**src/rtl/hdlc_tx_if.sv**
```systemverilog
// HDLC transmit framer bus: Tx buffer read-strobe handshake, control strobes,
// the serial line and the transmit status bits.
//   master : upstream side (drives requests and buffer data, observes status)
//   slave  : framer side
interface hdlc_tx_if;
  logic       Tx_Enable;        // one-cycle start request
  logic       Tx_AbortFrame;    // abort request
  logic       Tx_DataAvail;     // Tx_Data holds an unread byte
  logic [7:0] Tx_Data;          // next byte from the Tx buffer
  logic       Tx_RdBuff;        // byte on Tx_Data consumed this cycle
  logic       Tx;               // serial line
  logic       Tx_ValidFrame;    // frame on the line
  logic       Tx_Done;          // frame finished pulse
  logic       Tx_AbortedTrans;  // sticky abort status

  modport master (
    output Tx_Enable, Tx_AbortFrame, Tx_DataAvail, Tx_Data,
    input  Tx_RdBuff, Tx, Tx_ValidFrame, Tx_Done, Tx_AbortedTrans
  );

  modport slave (
    input  Tx_Enable, Tx_AbortFrame, Tx_DataAvail, Tx_Data,
    output Tx_RdBuff, Tx, Tx_ValidFrame, Tx_Done, Tx_AbortedTrans
  );
endinterface

```
**src/rtl/hdlc_tx_framer.sv**
```systemverilog
// HDLC transmit framer: opening flag, LSB-first data with zero insertion,
// optional CRC-16 FCS (reflected 0xA001), closing flag, abort and idle patterns.
// Ports:
//   Clk  : system clock, posedge
//   Rst  : asynchronous active-low reset
//   bus  : hdlc_tx_if.slave (buffer handshake, strobes, Tx line, status)
module hdlc_tx_framer #(
  parameter bit          FCS_EN   = 1'b1,
  parameter logic [15:0] CRC_INIT = 16'h0000
) (
  input logic     Clk,
  input logic     Rst,
  hdlc_tx_if.slave bus
);

  localparam int unsigned BIT_W  = 3;
  localparam int unsigned ONES_W = 3;
  localparam logic [7:0]  FLAG     = 8'h7E;
  localparam logic [15:0] CRC_POLY = 16'hA001;

  typedef enum logic [2:0] {
    S_IDLE, S_START_FLAG, S_DATA, S_FCS, S_END_FLAG, S_ABORT
  } state_e;

  state_e             state_q, state_d;
  logic [BIT_W-1:0]   bit_cnt_q, bit_cnt_d;
  logic [7:0]         shift_q, shift_d;
  logic [15:0]        crc_q, crc_d;
  logic [ONES_W-1:0]  ones_q, ones_d;
  logic               fcs_hi_q, fcs_hi_d;   // sending high FCS byte
  logic               tail_q, tail_d;       // last field bit sent, one stuffed 0 pending
  logic               tx_q, tx_d;
  logic               valid_q, valid_d;
  logic               done_q, done_d;
  logic               aborted_q, aborted_d;

  logic               rd_buff_c;
  logic               bit_c;
  logic               stuff_c;
  logic [15:0]        crc_next_c;
  logic [ONES_W-1:0]  ones_next_c;

  // One bit of the reflected CRC-16 update.
  function automatic logic [15:0] crc_step(input logic [15:0] crc, input logic b);
    logic [15:0] sh;
    sh = {1'b0, crc[15:1]};
    return (crc[0] ^ b) ? (sh ^ CRC_POLY) : sh;
  endfunction

  // State and datapath registers.
  always_ff @(posedge Clk or negedge Rst) begin
    if (!Rst) begin
      state_q   <= S_IDLE;
      bit_cnt_q <= '0;
      shift_q   <= '0;
      crc_q     <= CRC_INIT;
      ones_q    <= '0;
      fcs_hi_q  <= 1'b0;
      tail_q    <= 1'b0;
      tx_q      <= 1'b1;
      valid_q   <= 1'b0;
      done_q    <= 1'b0;
      aborted_q <= 1'b0;
    end else begin
      state_q   <= state_d;
      bit_cnt_q <= bit_cnt_d;
      shift_q   <= shift_d;
      crc_q     <= crc_d;
      ones_q    <= ones_d;
      fcs_hi_q  <= fcs_hi_d;
      tail_q    <= tail_d;
      tx_q      <= tx_d;
      valid_q   <= valid_d;
      done_q    <= done_d;
      aborted_q <= aborted_d;
    end
  end

  // Next-state, bit selection, stuffing and FCS.
  always_comb begin
    state_d     = state_q;
    bit_cnt_d   = bit_cnt_q;
    shift_d     = shift_q;
    crc_d       = crc_q;
    ones_d      = ones_q;
    fcs_hi_d    = fcs_hi_q;
    tail_d      = 1'b0;
    tx_d        = 1'b1;
    valid_d     = 1'b0;
    done_d      = 1'b0;
    aborted_d   = aborted_q;
    rd_buff_c   = 1'b0;
    bit_c       = shift_q[0];
    stuff_c     = (ones_q == ONES_W'(5));
    crc_next_c  = crc_step(crc_q, shift_q[0]);
    ones_next_c = shift_q[0] ? ones_q + ONES_W'(1) : '0;

    case (state_q)
      S_IDLE: begin
        // valid_q is still high only in the first idle cycle after a closing flag
        done_d = valid_q;
        if (bus.Tx_Enable && bus.Tx_DataAvail) begin
          state_d   = S_START_FLAG;
          bit_cnt_d = '0;
          aborted_d = 1'b0;
        end
      end

      S_START_FLAG: begin
        valid_d   = 1'b1;
        tx_d      = FLAG[bit_cnt_q];
        bit_cnt_d = bit_cnt_q + BIT_W'(1);
        if (bit_cnt_q == BIT_W'(7)) begin
          rd_buff_c = 1'b1;
          shift_d   = bus.Tx_Data;
          ones_d    = '0;
          crc_d     = CRC_INIT;
          state_d   = S_DATA;
        end
      end

      S_DATA, S_FCS: begin
        valid_d = 1'b1;
        if (stuff_c) begin
          tx_d   = 1'b0;
          ones_d = '0;
          if (tail_q) state_d = S_END_FLAG;
        end else begin
          tx_d      = bit_c;
          ones_d    = ones_next_c;
          shift_d   = {1'b0, shift_q[7:1]};
          bit_cnt_d = bit_cnt_q + BIT_W'(1);
          if (state_q == S_DATA) crc_d = crc_next_c;
          if (bit_cnt_q == BIT_W'(7)) begin
            if (state_q == S_DATA && bus.Tx_DataAvail) begin
              rd_buff_c = 1'b1;
              shift_d   = bus.Tx_Data;
            end else if (state_q == S_DATA && FCS_EN) begin
              state_d  = S_FCS;
              fcs_hi_d = 1'b0;
              shift_d  = crc_next_c[7:0];
            end else if (state_q == S_FCS && !fcs_hi_q) begin
              fcs_hi_d = 1'b1;
              shift_d  = crc_q[15:8];
            end else if (ones_next_c == ONES_W'(5)) begin
              // field ends on a fifth 1: send its stuffed 0 before the flag
              tail_d = 1'b1;
            end else begin
              state_d = S_END_FLAG;
            end
          end
        end
      end

      S_END_FLAG: begin
        valid_d   = 1'b1;
        tx_d      = FLAG[bit_cnt_q];
        bit_cnt_d = bit_cnt_q + BIT_W'(1);
        if (bit_cnt_q == BIT_W'(7)) state_d = S_IDLE;
      end

      S_ABORT: begin
        tx_d      = (bit_cnt_q != '0);
        bit_cnt_d = bit_cnt_q + BIT_W'(1);
        if (bit_cnt_q == BIT_W'(7)) state_d = S_IDLE;
      end

      default: state_d = S_IDLE;
    endcase

    // Abort overrides everything in the active frame states, including a read.
    if (bus.Tx_AbortFrame &&
        (state_q == S_START_FLAG || state_q == S_DATA || state_q == S_FCS)) begin
      state_d   = S_ABORT;
      bit_cnt_d = '0;
      rd_buff_c = 1'b0;
      aborted_d = 1'b1;
    end
  end

  // Read strobe is combinational so the byte is taken in the cycle it is acknowledged.
  assign bus.Tx_RdBuff       = rd_buff_c;
  assign bus.Tx              = tx_q;
  assign bus.Tx_ValidFrame   = valid_q;
  assign bus.Tx_Done         = done_q;
  assign bus.Tx_AbortedTrans = aborted_q;

endmodule

```
**src/flat_wrapper.sv**
```systemverilog
// flat-port wrapper written by rule: the top's interface ports become plain ports
module hdlc_tx_framer_flat 
#(
  parameter bit          FCS_EN   = 1'b1,
  parameter logic [15:0] CRC_INIT = 16'h0000
)
  (Clk, Rst, bus_Tx_Enable, bus_Tx_AbortFrame, bus_Tx_DataAvail, bus_Tx_Data, bus_Tx_RdBuff, bus_Tx, bus_Tx_ValidFrame, bus_Tx_Done, bus_Tx_AbortedTrans);
  hdlc_tx_if bus_i ();
  input logic Clk;
  input logic Rst;
  input wire logic [$bits(bus_i.Tx_Enable)-1:0] bus_Tx_Enable;
  input wire logic [$bits(bus_i.Tx_AbortFrame)-1:0] bus_Tx_AbortFrame;
  input wire logic [$bits(bus_i.Tx_DataAvail)-1:0] bus_Tx_DataAvail;
  input wire logic [$bits(bus_i.Tx_Data)-1:0] bus_Tx_Data;
  output wire logic [$bits(bus_i.Tx_RdBuff)-1:0] bus_Tx_RdBuff;
  output wire logic [$bits(bus_i.Tx)-1:0] bus_Tx;
  output wire logic [$bits(bus_i.Tx_ValidFrame)-1:0] bus_Tx_ValidFrame;
  output wire logic [$bits(bus_i.Tx_Done)-1:0] bus_Tx_Done;
  output wire logic [$bits(bus_i.Tx_AbortedTrans)-1:0] bus_Tx_AbortedTrans;
  assign bus_i.Tx_Enable = bus_Tx_Enable;
  assign bus_i.Tx_AbortFrame = bus_Tx_AbortFrame;
  assign bus_i.Tx_DataAvail = bus_Tx_DataAvail;
  assign bus_i.Tx_Data = bus_Tx_Data;
  assign bus_Tx_RdBuff = bus_i.Tx_RdBuff;
  assign bus_Tx = bus_i.Tx;
  assign bus_Tx_ValidFrame = bus_i.Tx_ValidFrame;
  assign bus_Tx_Done = bus_i.Tx_Done;
  assign bus_Tx_AbortedTrans = bus_i.Tx_AbortedTrans;
  hdlc_tx_framer #(.FCS_EN(FCS_EN), .CRC_INIT(CRC_INIT)) u_core (.Clk(Clk), .Rst(Rst), .bus(bus_i));
endmodule
```
**config.mk**
```make
export PLATFORM = sky130hd
export DESIGN_NAME = hdlc_tx_framer_flat
export DESIGN_NICKNAME = d
export VERILOG_FILES = /design/src/rtl/hdlc_tx_if.sv /design/src/rtl/hdlc_tx_framer.sv /design/src/flat_wrapper.sv
export SDC_FILE = /design/constraint.sdc
export NUM_CORES = 1
export LEC_CHECK = 0
export CAP_MARGIN = 20
export CORE_ASPECT_RATIO = 0.8
export CORE_MARGIN = 2
export CORE_UTILIZATION = 50
export CTS_CLUSTER_SIZE = 8
export DETAILED_ROUTE_END_ITERATION = 8
export GPL_TIMING_DRIVEN = 0
export PLACE_DENSITY = 0.74
export SLEW_MARGIN = 25
export SYNTH_ARGS = -nofsm -noshare
export SYNTH_HDL_FRONTEND = slang
export SYNTH_SLANG_ARGS = --single-unit
```
**constraint.sdc**
```tcl
create_clock -name Clk -period 2.1 [get_ports Clk]
set_input_delay 0.42 -clock Clk [delete_from_list [all_inputs] [get_ports Clk]]
set_output_delay 0.42 -clock Clk [all_outputs]
set_load 0.02 [all_outputs]
```
### Word-level counts from Yosys, hierarchy flattened

Memories as Yosys holds them, arrays and structs flattened.
Cells that the tools add are included.

* reductions and logical operators: 26
* eq/ne operators: 20
* div/mod/pow operators: 0
* bitwise operators: 4
* multipliers: 0
* shift-type cells: 0
* $add $sub $neg: 2
* mux-type cells: 54
* $lt $le $gt $ge: 1

Operator list (number)
* $mux W16: 4
* $mux W3: 16
* $mux W8: 6
* $pmux W16 S2: 1
* $mux W1: 21
* $pmux W8 S2: 1
* $eq A3 B3 Y1 const B: 5
* $pmux W3 S4: 1
* $ne A5 B3 Y1 const B: 2
* $pmux W3 S3: 1
* $ne A4 B3 Y1 const B: 2
* $reduce_and A8 Y1: 1
* $reduce_bool A2 Y1: 4
* $add A3 B1 Y3 const B: 2
* $eq A3 B2 Y1 const B: 2
* $ne A3 B1 Y1 const B: 2
* $pmux W3 S2: 1
* $reduce_and A3 Y1: 2
* $reduce_or A2 Y1: 3
* $reduce_and A5 Y1: 1
* $logic_and A1 B1 Y1: 4
* $lt A3 B4 Y1 const B: 1
* $ne A2 B1 Y1 const B: 2
* $ne A4 B1 Y1 const B: 1
* other kinds (18): 21

* memory bits (writable): 0
* register bits after elaboration: 39
* ROM bits: 8
* output and inout port bits: 5
* word-level logic and storage cells: 119
* latch bits: 0
* memories kept: 1

Memories
* (name not given): depth 8, bits a word 1, rd ports 1, clocked after memory_dff 0, write ports 0, line hdlc_tx_framer.sv:111 `tx_d = FLAG[bit_cnt_q];`

### Depth between registers and ports, before layout

Gate-level depths: netlist (run 1).

* word-level depth: 11
* mapped depth: 8
* gate-level depth less buffers: 7

### Worst setup path after synthesis (run 1)

No wires, ideal clock.

* path type: register to output
* start point: reg u_core.ones_q[0]
* end point: out bus_Tx_RdBuff
* arrival time: 1.662 ns
* path slack: 0.018 ns
* path buffers: 0
* data required time: 1.680 ns
* cell stages (with the launch flop): 6
* cells stage by stage: dfrtp_1 ha_1 and2_1 nor2_1 a31oi_1 nor4_1

* longest elaborated chain between the ends: 4

Ends and longest elaborated chain
* start: declaration: line hdlc_tx_framer.sv:29 `logic [ONES_W-1:0] ones_q, ones_d;`
* start signal: assignment: line hdlc_tx_framer.sv:69 `ones_q <= ones_d;`
* $eq A3 B3 Y1: line hdlc_tx_framer.sv:94 `stuff_c = (ones_q == ONES_W'(5));`
* $mux W1: line hdlc_tx_framer.sv:124 `if (stuff_c) begin`
* $pmux W1 S2: line hdlc_tx_framer.sv:98 `case (state_q)`
* $mux W1: line hdlc_tx_framer.sv:172 `if (bus.Tx_AbortFrame &&`
* end: declaration: line flat_wrapper.sv:15 `output wire logic [$bits(bus_i.Tx_RdBuff)-1:0] bus_Tx_RdBuff;`

Every way passes these cells.

### Final worst setup path (run 1)

* start point: reg u_core.bit_cnt_q[1]
* end point: out bus_Tx_RdBuff

* longest elaborated chain between the ends: 5
* elaborated cells between the ends (all ways): 6

Ends and longest elaborated chain
* start: declaration: line hdlc_tx_framer.sv:26 `logic [BIT_W-1:0] bit_cnt_q, bit_cnt_d;`
* start signal: assignment: line hdlc_tx_framer.sv:66 `bit_cnt_q <= bit_cnt_d;`
* $eq A3 B3 Y1 (*): line hdlc_tx_framer.sv:113, hdlc_tx_framer.sv:134
* $mux W1: line hdlc_tx_framer.sv:134 `if (bit_cnt_q == BIT_W'(7)) begin`
* $mux W1: line hdlc_tx_framer.sv:124
* $pmux W1 S2 (*): line hdlc_tx_framer.sv:98
* $mux W1 (*): line hdlc_tx_framer.sv:172

Mark *: on every way between the ends. The rest lies on a longest branch, timed or not.

==> impl.org, run 1 <==
** Global route
- Number of antenna violations at the first check in global routing :: 0
- For this run, the total global-route usage over all layers was measured as between 20% and 30%.
- Vias in the first global route :: 1,864
- Aggregate global routing overflow :: 0
- Entering global routing, the biggest net connects 26 pins.
- Global-route wire length before repair :: about 9500 µm

** Routing
- The detail route stage leaves a number of antenna-violating nets equal to 0.
- Number of vias per cell :: 5.76
- Post-Route WL :: 5740 µm
- In the final routed layout, each cell accounts on average for ~16 µm.
- Detailed-routing iteration count for the pre-antenna-repair pass :: 4
- After detailed routing, the number of remaining DRC violations is 0.
- Via total after detailed routing :: 2,081
- Detailed router's first-iteration violation count :: roughly 160

** STA
- Final Hold Fails :: 0
- Based on the critical path, the design can be clocked at up to about 0.5 GHz.
- Slew margin rel. :: about three fifths
- The clock arrives with 4.93 ps of skew.
- The worst path uses 96.4% of the clock period.
- Setup slack closes at 75.1 ps.
- Final worst path period need :: 2020 ps
- Number of pins exceeding their max-slew limit in the final report :: 0
- Number of setup violations in the final report :: 0
- For the pin with the worst max-slew slack, the measured transition is 584 ps.

** Outcome
- The flow ran to the end, and the final reports show no timing, DRC or antenna violations.

** Floorplanning
- Row count :: 22
- Number of top-level pins :: 18
- The floorplan step defined a core boundary enclosing 4510 µm².
- The floorplan step defined a die boundary enclosing 5170 µm².
- Die width :: 79.9 µm
- Die Y :: 64.7 µm
- Starting utilization of the core area :: 51.0%

** Place
- Once placement finished, the instance area stood at 2550 µm².
- Placed wire-length estimate after detailed placement :: 4000 µm
- Before CTS, the worst setup slack after placement is -429 ps.
- At the end of routability-driven placement, the weighted congestion stood at 0.861.
- Buffers added on ports :: 16

** Power and ir drop
- The completed layout was analyzed and its total power is 2840 µW.
- VDD sags by at most 0.000446 V.
- Power spread over the standard cell area amounts to between 1000 and 1500 nW/µm².
- The analysis attributes to cell leakage a power of between 0.001 and 0.0015 µW.

** Setup path
- Data arrives at the worst endpoint at roughly 1600 ps.
- For the worst flop-to-flop path, the logic depth is 7.
- Walking the worst path, the cells encountered are ha_1 -> ha_4 -> clkinv_4 -> nor4_2 -> buf_2.
- In this design, the stage delay of the slowest critical-path cell is 390 ps.
- Worst path top cell family by delay :: flip-flops
- In this run the number of cells on the critical path is 5.
- CP Launch Type :: flip-flop
- STA classifies the critical path endpoint as an output port.
- Along the worst path, the maximum fanout reaches 9.
- The slowest stage of the critical path belongs to the cell sky130_fd_sc_hd__dfrtp_1.
- For the worst setup path, the data required time is 1680 ps.
- The critical path contains buffers and inverters numbering 2 combined.
- Category of the critical setup timing path :: flip-flop to output port

** Synth
- Sorting the synthesized cells by area gives the leading types as sky130_fd_sc_hd__dfrtp_1 41%, sky130_fd_sc_hd__nand2_1 7.7%, sky130_fd_sc_hd__o21ai_0 6.7%.
- Count of flip-flops with a built-in enable after synthesis :: 0
- The Yosys step of the flow raised 0 warnings.
- Synth Net Count :: between 200 and 300
- Proportion of register bits with asynchronous set or reset after synthesis :: 100%
- sky130_fd_sc_hd__nand2_1 is the most common cell in the netlist.
- Number of synthesized register bits :: 39
- Among all flip-flop cells after synthesis, the most frequent one is sky130_fd_sc_hd__dfrtp_1.
- Area share of the largest cell type after synthesis :: between 40 and 50%
- Yosys top cell by area :: sky130_fd_sc_hd__dfrtp_1
- The synthesized netlist occupies a cell area of around 2300 µm².
- Counting every instance in the synthesized netlist gives 269.
- Mean instance size in the synthesized netlist :: 8.56 µm²
- Counting distinct cell types in the post-synthesis netlist gives 46.
- List of most frequent post-synthesis cells :: 47 x sky130_fd_sc_hd__nand2_1, 38 x sky130_fd_sc_hd__dfrtp_1, 31 x sky130_fd_sc_hd__o21ai_0
- Sequential-to-total area share from yosys stat :: 42.4%

** Clocking
- TritonCTS built the clock tree.
- The tree is rooted in a sky130_fd_sc_hd__clkbuf_8.
- Number of clock sinks :: 39
- Clock transition time at the flip-flop clock pins of the worst setup and hold paths :: 80 ps
- No sink is reached through more buffers than the 2 on the longest clock path.
- Clock buffer count from CTS :: 5
- Number of levels in the clock H-tree :: 2
- The clock reaches the later pin of the worst-skew pair after 290 ps.
- Number of hold-repair buffers added at the cts stage :: 0

** Cells and area
- Of the cells placed in the final design, the portion with a size suffix greater than 1 is 18.6%.
- Number of nets in the layout :: between 300 and 400
- Count of filler cells inserted in the layout :: about 400
- With fillers left out, the area of the finished cells amounts to ~2800 µm².
- 0 antenna diodes ended up in the layout.
- Area Overhead vs Synth :: 19.6%

** Worst hold path
- Class of the tightest hold or removal check :: input pin to asynchronous set/reset pin

** Flow run
- Across the run, the number of max-cap violations was 0.
==> cells by family after synthesis <==
logic type / Yosys count / synth area share, %
xor+xnor: 5 / 2.23
compound gates: 86 / 24.6
simple gates: 104 / 20.6
flops: 39 / 42.4
buf+inv: 26 / 5.49
fa+ha+maj: 6 / 3.26
mux: 3 / 1.47
==> cell usage in the layout, fill, tap and decap left out, types with 11 or more instances in the layout <==
| master | synthesis | final |
|---|---|---|
| sky130_fd_sc_hd__dfrtp_1 | 38 | 38 |
| sky130_fd_sc_hd__a21oi_1 | 17 | 17 |
| sky130_fd_sc_hd__nor2_1 | 29 | 28 |
| sky130_fd_sc_hd__clkdlybuf4s50_1 | 0 | 14 |
| sky130_fd_sc_hd__buf_4 | 4 | 11 |
| sky130_fd_sc_hd__o21ai_0 | 31 | 31 |
| sky130_fd_sc_hd__nand2_1 | 47 | 47 |
==> path summary, 6_finish.rpt <==
check | from | end | slack [ps]
min in group Clk | u_core.bus.Tx_ValidFrame$_DFF_PN0_ | u_core.bus.Tx_Done$_DFF_PN0_ | 510
worst max register to register | u_core.ones_q[0]$_DFFE_PN0P_ | u_core.state_q[2]$_DFFE_PN0P_ | 80
max in group asynchronous | Rst | u_core.crc_q[10]$_DFFE_PN0P_ | 1610
worst min-delay path | Rst | u_core.shift_q[4]$_DFFE_PN0P_ | 30
worst min register to register | u_core.bus.Tx_ValidFrame$_DFF_PN0_ | u_core.bus.Tx_Done$_DFF_PN0_ | 510
worst max-delay path | u_core.bit_cnt_q[1]$_DFFE_PN0P_ | bus_Tx_RdBuff | 80
==> power breakdown <==
group	switching [µW]	internal, µW
logic	630	542
registers	165	936
clock network	266	300
total	1060	1780
==> what timing repair did <==
| action | 4_1_cts | 5_1_grt |
|---|---|---|
| gates resized for setup | 15 | 7 |
| setup endpoints to repair | 3 | 23 |
| pin swaps | 2 | 2 |
| setup buffers | 4 | 3 |
==> final cells by class <==
cell class                 count  area, µm²  area share (%)
multi-input combinational    204       1250            45.2
sequential                    39        977            35.5
timing repair buffer          24        223            8.08
clock buffer                   8        100            3.63
buffer                        18       98.8            3.59
tap                           60       75.1            2.72
inverter                       8       35.0            1.27
==> metrics by stage <==
stage          utilization (%)  hold slack, ps  setup TNS (ps)  std cells
6_report                  61.0            32.6               0        361
3_3_place_gp              56.2             493          -16570        345
5_1_grt                   61.0            61.8           -3.21        361
4_1_cts                   59.9            50.1               0        358
3_5_place_dp              56.6             362            -793        346
2_1_floorplan                -             124               0        269
==> flip-flops by register name, summed over array words and instances, names as in the netlist <==
| name | cells |
|---|---|
| u_core.bus.Tx_AbortedTrans | 1 |
| u_core.bus.Tx_Done | 1 |
| u_core.ones_q | 3 |
| u_core.crc_q | 16 |
| u_core.fcs_hi_q | 1 |
| u_core.bus.Tx_ValidFrame | 1 |
| u_core.shift_q | 8 |
| u_core.tail_q | 1 |
| u_core.state_q | 3 |
| u_core.bit_cnt_q | 3 |
| u_core.bus.Tx | 1 |
==> worst reg2reg max path, stage by stage (launching register included) <==
cell,delay [ps]
sky130_fd_sc_hd__dfrtp_1,390
sky130_fd_sc_hd__buf_4,140
sky130_fd_sc_hd__ha_1,220
sky130_fd_sc_hd__xnor2_1,210
sky130_fd_sc_hd__nor2_1,90
sky130_fd_sc_hd__o311ai_2,290
sky130_fd_sc_hd__nor2b_4,230
sky130_fd_sc_hd__mux2_2,340
==> routing by layer <==
layer  global-route usage (%)  share of wire, %  vias up
met1                     37.5                50      983
met2                     32.6                42       70
li1                         -                 -     1020
met4                     4.45               1.0        0
met3                     4.87               7.3        8
met5                        0                 0        -
No activity file was read; power rests on OpenSTA's default activity.
==> run 2, diff against run 1 <==
--- a/config.mk
+++ b/config.mk
@@ -11,7 +11,6 @@
 export CORE_UTILIZATION = 50
 export CTS_CLUSTER_SIZE = 8
 export DETAILED_ROUTE_END_ITERATION = 8
-export GPL_TIMING_DRIVEN = 0
 export PLACE_DENSITY = 0.74
 export SLEW_MARGIN = 25
 export SYNTH_ARGS = -nofsm -noshare
==> impl.org, run 2 (synthesized netlist as in run 1, its figures left out) <==
** Outcome
- The run finished with clean final reports.

** STA
- Number of pins exceeding their max-slew limit in the final report :: 0
- Setup repair after global routing could not meet its margin everywhere.
- Final worst path period need :: ~2100 ps
- Static timing analysis puts the maximum clock frequency at approximately 0.48 GHz.
- Transition time at the pin with the least slew margin :: ~530 ps
- In this run the tightest slew margin relative to its limit is around two thirds.
- Number of setup violations in the final report :: 0
- Max Clock Skew :: 7.96 ps
- Period utilisation layout :: 98.6%
- The final count of hold timing violations is 0.

** Cells and area
- Compared with the post-synthesis result, the final layout area differs by 21.7%.
- In the final layout, the multi-input gates occupy 1240 µm².
- The finished cells cover 2800 µm².
- Most common library cell in the layout ignoring fill and taps :: sky130_fd_sc_hd__nand2_1
- Leading registers by flop count :: u_core.crc_q (16), u_core.shift_q (8)
- Largest register by flop count :: u_core.crc_q
- Antenna diodes :: 0
- Flip-flop count of the largest register, all copies and words added :: 16
- Number of nets in the layout :: 322
- Count of filler cells inserted in the layout :: 392
- Of the cells placed in the final design, the portion with a size suffix greater than 1 is between 20% and 30%.
- Commonest cells after routing, fill and taps aside :: 47 x sky130_fd_sc_hd__nand2_1, 38 x sky130_fd_sc_hd__dfrtp_1, 31 x sky130_fd_sc_hd__o21ai_0
- Final non-filler cell total :: about 360
- Summing all flip-flop and latch instances after layout gives ~1000 µm².

** Power and ir drop
- Leakage power :: 0.00116 µW
- Pwr dens :: 1010 nW/µm²
- IR analysis of the VDD net gives a maximum drop of 0.000502 V.

** Global route
- The first global-routing pass estimated roughly 9600 µm of wire.
- Global routing consumed, over all layers together, between 20% and 30% of the routing resources.
- The number of global-route vias before repair is ~1,900.
- Largest net degree at the start of global routing :: 40
- Number of antenna violations at the first check in global routing :: 0
- Aggregate global routing overflow :: 0

** Setup path
- Along the worst path, the maximum fanout reaches 2.
- For this design, the slowest cell found on the critical path is sky130_fd_sc_hd__dfrtp_1.
- The worst register-to-register path has a depth of 7.
- At the worst endpoint, the arrival time is 1650 ps.
- CP Launch Type :: flip-flop
- The worst setup path is of the flip-flop to output port kind.
- STA puts the critical path data required time at 1680 ps.
- The worst setup path is captured at an output port.
- Traced cell by cell, the critical path runs through inv_2 -> ha_4 -> and2_4 -> nor2_4 -> a31oi_1 -> nor4_1 -> buf_2.
- Highest cell delay on the worst timing path :: 370 ps

** Floorplanning
- Number of top-level pins :: 18
- In this run the horizontal extent of the chip is around 80 µm.
- Row count :: 22
- Starting utilization of the core area :: about half
- Overall die area :: 5170 µm²
- From bottom edge to top edge, the die measures 64.7 µm.
- The core region is 4510 µm².

** Routing
- WL met2 :: around 2500 µm
- Post-detailed-route count of antenna-violating nets :: 0
- Signal routing reaches up to met4.
- Total met3 wirelength after detailed routing :: 347 µm
- Metal-1 WL :: 2920 µm
- Detailed-routing iteration count for the pre-antenna-repair pass :: 5
- For this block, the initial DRC count from the detailed router was around 290.
- In the routed design, unresolved DRC markers number 0.
- For this block, the routed nets add up to 5850 µm of wire.
- Dividing the detail-routed via count by the number of cells gives just under 6.
- After detailed routing, the average wire length per cell comes to 16.1 µm.
- The detailed router placed 2,154 vias in this run.

** Place
- The count of buffers added on input and output ports is 17.
- The placed instances occupy a cell area of 2660 µm².
- Routability Congestion :: a little under 0.9
- The HPWL after detailed placement is 3840 µm.
- Placed Cells :: 354

** Clocking
- Buffer depth of the longest clock path :: 2
- For the worst-skew pair, the clock arrives at the later sink with an insertion delay of around 290 ps.
- Clock tree synthesis inserted a total of 5 buffers.
- Number of hold-repair buffers added at the cts stage :: 0
- Number of levels in the clock H-tree :: 2
- Clock-pin slew was measured on the worst setup and hold paths at 80 ps.
- TritonCTS built the clock tree.
- Number of clock sinks :: 39
- In this run the clock root is driven by a sky130_fd_sc_hd__clkbuf_8.

** Flow run
- Max-cap violations in this run came to 0.

** Worst hold path
- Class of the tightest hold or removal check :: input pin to asynchronous set/reset pin
run 2: path summary, 6_finish.rpt:
check	end	from	slack (ps)
worst max-delay path	bus_Tx_RdBuff	u_core.ones_q[1]$_DFFE_PN0P_	30
max in group asynchronous	u_core.bus.Tx$_DFF_PN1_	Rst	1530
worst max register to register	u_core.state_q[0]$_DFFE_PN0P_	u_core.ones_q[0]$_DFFE_PN0P_	70
min in group Clk	u_core.crc_q[5]$_DFFE_PN0P_	u_core.crc_q[5]$_DFFE_PN0P_	520
worst min register to register	u_core.crc_q[5]$_DFFE_PN0P_	u_core.crc_q[5]$_DFFE_PN0P_	520
worst min-delay path	u_core.shift_q[4]$_DFFE_PN0P_	Rst	190
run 2: repair_timing:
item | CTS | global route
setup endpoints to repair | 1 | 3
resized for setup | 5 | 10
buffers inserted | 0 | 2
pin swaps | 0 | 5
run 2: area by class of cell:
type / instances / area share, %
Multi-Input combinational cell: 204 / 44.2
Inverter: 8 / 1.07
Timing Repair Buffer: 45 / 13.7
Sequential cell: 39 / 34.9
Clock buffer: 8 / 3.57
Tap cell: 60 / 2.68
run 2: critical path, delay by kind of cell, from the launching register on:
| kind | cells | cell delay (ps) |
|---|---|---|
| AO/OA/AOI/OAI | 1 | 90 |
| adder cells (fa/ha/maj) | 1 | 150 |
| buffers and inverters | 2 | 260 |
| flip-flops | 1 | 370 |
| AND/OR/NAND/NOR | 3 | 490 |
run 2: power by group:
part	internal (µW)	total, µW	switching [µW]
clock network	300	560	260
logic	544	1170	628
registers	937	1090	155
run 2: routing by layer:
metal	vias to the layer above	global-route usage (%)
met4	0	6.57
met1	1034	38.8
met3	9	4.18
met5	-	0
met2	87	32.0
li1	1024	-
run 2: per-stage QoR:
step	util (%)	total power, µW	hold slack [ps]	setup TNS (ps)	setup WS, ps
6_report	62.1	2820	187	0	29.8
5_1_grt	62.1	3030	226	-123	-106
4_1_cts	60.9	2770	199	0	11.9
3_5_place_dp	58.8	2200	505	-260	-130
3_3_place_gp	58.8	2170	491	-147	-111
2_1_floorplan	-	1820	124	0	17.7
==> run 3, diff against run 2 <==
--- a/config.mk
+++ b/config.mk
@@ -6,12 +6,12 @@
 export NUM_CORES = 1
 export LEC_CHECK = 0
 export CAP_MARGIN = 20
-export CORE_ASPECT_RATIO = 0.8
+export CORE_ASPECT_RATIO = 2
 export CORE_MARGIN = 2
 export CORE_UTILIZATION = 50
 export CTS_CLUSTER_SIZE = 8
 export DETAILED_ROUTE_END_ITERATION = 8
-export PLACE_DENSITY = 0.74
+export PLACE_DENSITY = 0.7
 export SLEW_MARGIN = 25
 export SYNTH_ARGS = -nofsm -noshare
 export SYNTH_HDL_FRONTEND = slang
==> impl.org, run 3 (synthesized netlist as in run 1, its figures left out) <==
** Cells and area
- u_core.crc_q holds more flip-flops than any other register.
- Number of nets in the layout :: ~320
- In the final layout, the registers with the most flip-flops are u_core.crc_q (16), u_core.shift_q (8).
- Leaving out fill and tap cells, the most frequent cells in the layout are 47 x sky130_fd_sc_hd__nand2_1, 38 x sky130_fd_sc_hd__dfrtp_1, 31 x sky130_fd_sc_hd__o21ai_0.
- Ratio of cells with drive above 1 in the final layout :: 20.5%
- Post-layout instance area :: 2790 µm²
- Relative to the synthesized area, the layout overhead comes to 21.1%.
- Antenna diodes :: 0
- Flip-flop count of the largest register, all copies and words added :: 16
- Count of filler cells inserted in the layout :: 390
- The library cell used most frequently in the layout, excluding fill and tap cells, is sky130_fd_sc_hd__nand2_1.

** Outcome
- Violated checks :: negative setup slack
- The run finished, with violations left.

** Clocking
- For the worst-skew pair, the clock arrives at the later sink with an insertion delay of 300 ps.
- TritonCTS built the clock tree.
- Number of levels in the clock H-tree :: 2
- Clock buffer count from CTS :: 5
- After clock tree synthesis, the flow added hold-fix buffers numbering 0.
- The cell sitting at the root of the clock tree is a sky130_fd_sc_hd__clkbuf_8.
- After clock tree synthesis, the clock-pin slew on the worst setup and hold paths is 80 ps.
- Buffer depth of the longest clock path :: 2
- Number of clock sinks :: 39

** Routing
- Detailed-routing iteration count for the pre-antenna-repair pass :: 4
- For this block, the routed nets add up to 5780 µm of wire.
- In the routed layout, each cell is associated on average with a via count of 5.88.
- Via total after detailed routing :: about 2,100
- After detailed routing, the number of remaining DRC violations is 0.
- The count of nets left with antenna violations once routing finished came out at 0.
- DR WL/cell :: 16.1 µm
- For this block, the initial DRC count from the detailed router was 64.

** Power and ir drop
- Leakage power :: 0.00115 µW
- Of the total power, registers draw 38.8%.
- After layout, the design draws a total of ~2900 µW.
- Net switching power :: roughly 1100 µW
- Combinational Power Share :: a little over two fifths
- Of the total power, the share spent switching nets is 38.8%.
- VDD sags by at most 0.000638 V.
- Clock network fraction of total power :: 19.0%
- Internal Pwr Total :: 1740 µW
- Pwr dens :: between 1000 and 1500 nW/µm²

** Floorplanning
- In this run the count of I/O pins placed on the die edge is 18.
- Measured along the x axis, the die boundary spans roughly 52 µm.
- The initial utilization of the core area, before any placement, comes to 51.1%.
- Die Y :: 100 µm
- After floorplanning, the core was sized to cover 4510 µm².
- Row count :: 35
- The die covers ~5200 µm².

** STA
- The final count of hold timing violations is 0.
- For the finished layout, the period the worst path requires is 2110 ps.
- For the final database, setup skew stands at 5.96 ps.
- The final number of max-transition violations was 0.
- Timing would allow up to 0.473 GHz.
- In this run the tightest slew margin relative to its limit is 67.4%.
- For the final routed database, the setup TNS stands at -13.1 ps.
- Setup repair after global routing missed its margin :: yes
- Number of setup violations in the final report :: 1
- Once routing completed, OpenROAD measured the worst setup slack at -13.1 ps.
- In the finished design, the share of the clock period the worst path needs comes to 101%.
- Transition time at the pin with the least slew margin :: 483 ps
- On the final layout, the worst hold slack is ~160 ps.

** Setup path
- Data arrival time at the worst-slack endpoint :: 1690 ps
- Top fanout value on the critical path :: 2
- For the worst setup path, the data required time is 1680 ps.
- Endpoint kind of the worst setup timing path :: output port
- CP Launch Type :: flip-flop
- Category of the critical setup timing path :: flip-flop to output port

** Place
- Placed wire-length estimate after detailed placement :: 3910 µm
- In this run the cell area measured after placement is around 2600 µm².
- At the placement stage, the worst setup path has a slack of -150 ps.
- The congestion estimate from routability-driven global placement came to 0.828.
- Input and output buffers added on the ports amount to 17.

** Worst hold path
- Class of the tightest hold or removal check :: input pin to asynchronous set/reset pin

** Global route
- The number of antenna violations at the first check in global routing is 0.
- Aggregate global routing overflow :: 0
- In the global route stage, overall resource usage came out at 24.1%.
- The first global-routing pass estimated between 9000 and 10,000 µm of wire.
- The number of global-route vias before repair came to about 2,100.
- Largest net degree at the start of global routing :: 40

** Flow run
- Max-cap violations in this run came to 0.
==> run 3: cell count changes in the layout (fill, tap and decap cells not counted) <==
cell,delta
sky130_fd_sc_hd__clkbuf_8,-2
sky130_fd_sc_hd__clkbuf_1,-1
sky130_fd_sc_hd__xnor2_1,-1
sky130_fd_sc_hd__buf_4,-1
sky130_fd_sc_hd__clkinvlp_4,+2
sky130_fd_sc_hd__xnor2_2,+1
sky130_fd_sc_hd__inv_6,+1
==> run 3: final cells by class <==
class / count / area [µm²] / area share (%)
sequential: 39 / 977 / 35.0
multi-input combinational: 204 / 1240 / 44.6
clock buffer: 5 / 68.8 / 2.47
timing repair buffer: 44 / 375 / 13.5
tap: 55 / 68.8 / 2.47
inverter: 8 / 30.0 / 1.08
clock inverter: 3 / 23.8 / 0.852
==> run 3: layer usage <==
layer	global-route usage, %	share of wire, %	up-vias
li1	-	-	1018
met1	31.4	43	1027
met2	38.8	52	52
met3	5.06	4.0	8
met4	8.50	1.2	0
met5	0	0	-
==> run 3: path summary, 6_finish.rpt <==
check                                             start                             to  slack, ps  cells after the start
max                        u_core.ones_q[1]$_DFFE_PN0P_                  bus_Tx_RdBuff        -10                      7
max reg2reg                u_core.ones_q[0]$_DFFE_PN0P_  u_core.state_q[0]$_DFFE_PN0P_        100                      7
min reg2reg                 u_core.crc_q[4]$_DFFE_PN0P_    u_core.crc_q[4]$_DFFE_PN0P_        510                      2
min in group Clk            u_core.crc_q[4]$_DFFE_PN0P_    u_core.crc_q[4]$_DFFE_PN0P_        510                      2
max in group asynchronous                           Rst        u_core.bus.Tx$_DFF_PN1_       1560                      2
min                                                 Rst  u_core.shift_q[3]$_DFFE_PN0P_        160                      2
==> run 3: power by group through the flow <==
stage / Combinational [µW] / Sequential, µW / Clock, µW
floorplan: 695 / 1120 / 0
global placement: 1090 / 1100 / 0
detailed placement: 1120 / 1100 / 0
CTS: 1140 / 1090 / 551
global route: 1340 / 1120 / 579
finish: 1200 / 1100 / 542
==> run 3: worst max-delay path: stages, from the launching register on <==
cell	delay, ps
sky130_fd_sc_hd__dfrtp_1	380
sky130_fd_sc_hd__inv_2	70
sky130_fd_sc_hd__ha_4	160
sky130_fd_sc_hd__and2_4	140
sky130_fd_sc_hd__nor2_4	110
sky130_fd_sc_hd__a31oi_1	90
sky130_fd_sc_hd__nor4_1	240
sky130_fd_sc_hd__buf_2	200
==> run 3: stage by stage <==
| stage | std cells | utilization (%) |
|---|---|---|
| after CTS | 356 | 60.6 |
| after detailed placement | 348 | 58.6 |
| final | 358 | 61.8 |
| after floorplan | 269 | - |
| after global routing | 358 | 61.8 |
| after global placement | 348 | 58.6 |
==> run 3: what timing repair did <==
item	4_1_cts	5_1_grt
buffers inserted	0	2
setup endpoints to repair	3	3
hold endpoints to repair	0	0
pin swaps	0	5
resized for setup	7	9
